==> config.mk <==
export PLATFORM = sky130hd
export DESIGN_NAME = noc_inject_arbiter
export DESIGN_NICKNAME = d
export VERILOG_FILES = /design/src/rtl/noc_inject_arbiter.sv
export SDC_FILE = /design/constraint.sdc
export NUM_CORES = 1
export LEC_CHECK = 0
export CORE_AREA = 2 2 74 111
export DETAILED_ROUTE_END_ITERATION = 10
export DIE_AREA = 0 0 76 113
export GPL_ROUTABILITY_DRIVEN = 0
export PLACE_DENSITY = 0.91
export SYNTH_ARGS = -nofsm -noshare
export SYNTH_HDL_FRONTEND = slang
export SYNTH_SLANG_ARGS = --single-unit
==> constraint.sdc <==
create_clock -name noc_clk -period 7.17 [get_ports noc_clk]
set_input_delay 1.0755 -clock noc_clk [delete_from_list [all_inputs] [get_ports noc_clk]]
set_output_delay 1.0755 -clock noc_clk [all_outputs]
set_load 0.02 [all_outputs]
==> src/rtl/noc_inject_arbiter.sv <==
// Packet round-robin arbiter for the NoC local injection port; zero-latency datapath.
// Backpressure: out_ready gates every req_ready; a granted packet holds the port until its tail.
`ifndef Noc_Data_Width
`define Noc_Data_Width 32
`endif

module noc_inject_arbiter #(
  parameter  int N_REQ  = 4,
  parameter  int DATA_W = `Noc_Data_Width,
  localparam int IDX_W  = $clog2(N_REQ)
) (
  input  logic                    noc_clk,
  input  logic                    noc_rst_n,
  input  logic [N_REQ-1:0]        req_valid,
  output logic [N_REQ-1:0]        req_ready,
  input  logic [N_REQ*DATA_W-1:0] req_flit,
  input  logic [N_REQ-1:0]        req_is_header,
  input  logic [N_REQ-1:0]        req_is_tail,
  output logic                    out_valid,
  input  logic                    out_ready,
  output logic [DATA_W-1:0]       out_flit,
  output logic                    out_is_header,
  output logic                    out_is_tail,
  output logic                    busy,
  output logic [IDX_W-1:0]        owner,
  output logic [15:0]             pkt_count,
  output logic                    proto_err
);

  typedef enum logic {ST_IDLE, ST_LOCKED} state_t;

  state_t           state_q, state_d;
  logic [IDX_W-1:0] rr_ptr, rr_ptr_d, owner_d;
  logic             err_d, pkt_done;
  logic [N_REQ-1:0] cand;
  logic [IDX_W-1:0] scan_sel, scan_idx, sel;
  logic             scan_hit, grant_active, sel_valid, xfer;

  function automatic logic [IDX_W-1:0] next_idx(input logic [IDX_W-1:0] i);
    if (int'(i) == N_REQ - 1) return '0;
    return i + 1'b1;
  endfunction

  // Round-robin scan over header candidates, starting at rr_ptr.
  assign cand = req_valid & req_is_header;

  always_comb begin
    scan_sel = rr_ptr;
    scan_hit = 1'b0;
    scan_idx = rr_ptr;
    for (int k = 0; k < N_REQ; k++) begin
      if (!scan_hit && cand[scan_idx]) begin
        scan_hit = 1'b1;
        scan_sel = scan_idx;
      end
      scan_idx = next_idx(scan_idx);
    end
  end

  always_ff @(posedge noc_clk or negedge noc_rst_n) begin
    if (!noc_rst_n) begin
      state_q   <= ST_IDLE;
      rr_ptr    <= '0;
      owner     <= '0;
      pkt_count <= '0;
      proto_err <= 1'b0;
    end else begin
      state_q   <= state_d;
      rr_ptr    <= rr_ptr_d;
      owner     <= owner_d;
      proto_err <= err_d;
      if (pkt_done) pkt_count <= pkt_count + 16'd1;
    end
  end

  assign xfer = out_valid && out_ready;

  always_comb begin
    state_d  = state_q;
    rr_ptr_d = rr_ptr;
    owner_d  = owner;
    err_d    = proto_err;
    pkt_done = 1'b0;
    case (state_q)
      ST_IDLE: begin
        if (xfer) begin
          owner_d = sel;
          if (out_is_tail) begin
            rr_ptr_d = next_idx(sel);
            pkt_done = 1'b1;
          end else begin
            state_d = ST_LOCKED;
          end
        end
      end
      ST_LOCKED: begin
        if (req_valid[owner] && req_is_header[owner] && req_is_tail[owner]) err_d = 1'b1;
        if (xfer) begin
          // A stray header inside a packet is forwarded but never ends or restarts the lock.
          if (out_is_header) begin
            err_d = 1'b1;
          end else if (out_is_tail) begin
            state_d  = ST_IDLE;
            rr_ptr_d = next_idx(owner);
            pkt_done = 1'b1;
          end
        end
      end
    endcase
  end

  always_comb begin
    sel          = scan_sel;
    grant_active = scan_hit;
    sel_valid    = scan_hit;
    if (state_q == ST_LOCKED) begin
      sel          = owner;
      grant_active = 1'b1;
      sel_valid    = req_valid[owner];
    end
    out_valid     = 1'b0;
    out_flit      = '0;
    out_is_header = 1'b0;
    out_is_tail   = 1'b0;
    req_ready     = '0;
    if (noc_rst_n) begin
      out_valid     = sel_valid;
      out_flit      = req_flit[int'(sel)*DATA_W +: DATA_W];
      out_is_header = req_is_header[sel];
      out_is_tail   = req_is_tail[sel];
      if (grant_active && out_ready) req_ready[sel] = 1'b1;
    end
  end

  assign busy = (state_q == ST_LOCKED);

endmodule

==> impl_metrics.ini <==
[floorplan]
die_h_um = 113
num_rows = 39
die_area_sq_um = 8590
die_w_um = 76
ioPinCount = 202
initial_utilization = 0.371
core_area_sq_um = 7560

[cts]
root_buffer = clkbuf_16
cts_buffer_depth = 2
hold_buffers = 0
path_clk_slew_ns = 0.05
clock_sinks = 22
cts_tree = yes
clk_latency_ns = 0.25
cts-buffers-inserted = 3
ctsResizeCount = 0
cts_setup_buffers = 0
cts_htree_levels = 1

[sta]
finalCriticalPeriod_ns = 6.13
fin_crit_sh = 0.855
rsz0062_at_grt = no
fin_setup_tns_ns = 0
hold_viol = 0
final.setup_skew_ns = 0.00162
worst_pin_slew_ns = 0.948
slew_viol_final = 0
whs_ns = 0.472
finalSetupViolations = 0
relSlewSlack = 0.364
clock.fmax_mhz = 163

[route]
drt_iter0_drc = 258
vias_per_cell = 5.50
routedWlPerCell_um = 18.7
ant_nets = 0
wl_mm = 11.5
drcViolationCount = 0
via_count = 3366
first_pass_iters = 5

[job]
max-cap-violations = 0

[setup_path]
crit_required_ns = 6.09
arrival_ns = 5.06
setup.worst_path.class = in2out
reg2reg_depth = 10
r2r-end = pkt_count[1]$_DFFE_PN0P_
ff2ff_setup_slack_ns = 2.64
r2r_start = rr_ptr[0]$_DFFE_PN0P_
endpoint_kind = primary output
cp_max_fo = 26
setup.worst_path.start_class = input port

[synth]
synth_edf_count = 0
syn_nets = 474
yosys-top-cells-area = dfrtp_1, mux2_2, mux2i_1, a211oi_1, nor2_1
yosys_warnings = 0
ys_seq_area_frac = 0.196
synth_top_cell_by_area = dfrtp_1
ys_types = 49
synth.avg_cell_area_sq_um = 8.65
synth_ff_type = dfrtp_1
yosys_register_bits = 22
netlist_area_sq_um = 2800
syn_inst = 324
yosys.area.top_type_share = 0.196
async_flop_share = 1.00

[global_route]
antenna_found_initial = 2
grtUsageTotal = 0.261
grt_pass1_vias = 3392
grt_pass1_wl_mm = 18.0
grt_max_degree = 52
gr-total-overflow = 0

[final_layout]
area.growth.synth_to_final_pct = 76.6
diodes = 0
layout_commonest_cell = clkdlybuf4s50_1
fin_area_sq_um = 4950
drive_above_1_share = 0.100
n_fill_cell = 619
mostFrequentLayoutCells = clkdlybuf4s50_1, mux2i_1, nor2_1
fin_nets = 662

[worst_hold_path]
hp-start = pkt_count[15]$_DFFE_PN0P_
hp-class = reg2reg
hold_depth = 1
min_to = pkt_count[15]$_DFFE_PN0P_

[placed_design]
place_area_sq_um = 4880
io_buffer_count = 201
place_hpwl_mm = 9.36

[power]
p_leak_uw = 0.00201
peakVddDrop_mv = 0.219
power.density_nw_per_um2 = 376

[status]
outcome = complete, no violations
[critical path: stages]
cell and delay [ns]:
clkdlybuf4s50_1 0.56, o211ai_1 0.23, nor4b_1 0.41, a31oi_1 0.13, a31o_1 0.29, a21oi_4 0.74
buf_4 0.39, mux2_2 0.21, nor2_1 0.05, a211oi_1 0.29, clkdlybuf4s50_1 0.68
[cells in the mapped netlist (all sizes together) (10+ instances only)]
cell     n
mux2i   37
nor2    37
mux2    36
a211oi  32
dfrtp   22
and3    15
xnor2   15
clkbuf  14
nand2   13
buf     11
nand4   11
nand3   10
[kinds of logic after synthesis]
| kind of cell | after synthesis | share of synthesized area |
|---|---|---|
| AO/OA/AOI/OAI | 67 | 0.181 |
| XOR/XNOR | 15 | 0.0469 |
| adder cells (fa/ha/maj) | 7 | 0.0312 |
| buffers and inverters | 30 | 0.0491 |
| flip-flops | 22 | 0.196 |
| multiplexers | 76 | 0.301 |
| AND/OR/NAND/NOR | 107 | 0.195 |
[cell type report]
| cell class | count | area [sq um] | share of cell area |
|---|---|---|---|
| Multi-Input combinational cell | 272 | 2120 | 0.427 |
| Inverter | 5 | 18.8 | 0.00379 |
| Clock buffer | 3 | 75.1 | 0.0152 |
| Tap cell | 102 | 128 | 0.0258 |
| Timing Repair Buffer | 208 | 2060 | 0.417 |
| Sequential cell | 22 | 551 | 0.111 |
[report_power, final]
part / total (uW) / switching (uW) / internal [uW]
clock network: 113 / 39.1 / 73.4
logic: 1550 / 817 / 728
registers: 204 / 57.1 / 146
total: 1860 / 913 / 948
[how the worst max path moves through the flow]
stage                      from           end  slack, ns  cells after the start
2_1_floorplan  req_is_header[3]  out_flit[10]       2.56                     11
3_3_place_gp   req_is_header[1]  out_flit[24]       1.27                     10
3_5_place_dp   req_is_header[3]  out_flit[29]       1.12                     10
4_1_cts        req_is_header[3]  out_flit[29]       1.12                     10
5_1_grt        req_is_header[3]  out_flit[26]       0.76                     11
6_report       req_is_header[3]  out_flit[29]       1.04                     11
[stage by stage]
stage / util / std cells / power, uW / setup WS, ns
5_1_grt: 0.655 / 612 / 1980 / 0.762
3_3_place_gp: 0.645 / 609 / 1700 / 1.27
2_1_floorplan: - / 324 / 1220 / 2.56
3_5_place_dp: 0.645 / 609 / 1740 / 1.12
6_report: 0.655 / 612 / 1860 / 1.04
4_1_cts: 0.655 / 612 / 1860 / 1.12
[registers in the layout, indices dropped and copies added (netlist names)]
register / cells
owner: 2
rr_ptr: 2
pkt_count: 16
proto_err: 1
busy: 1
[metal layers]
metal  GRT usage  part of all wire  wire length, um
met2       0.447              0.48             5470
met5           0            0.0021               24
met3      0.0821             0.099             1130
met4      0.0945             0.037              427
met1       0.309              0.38             4410
No activity file was read; power rests on OpenSTA's default activity.
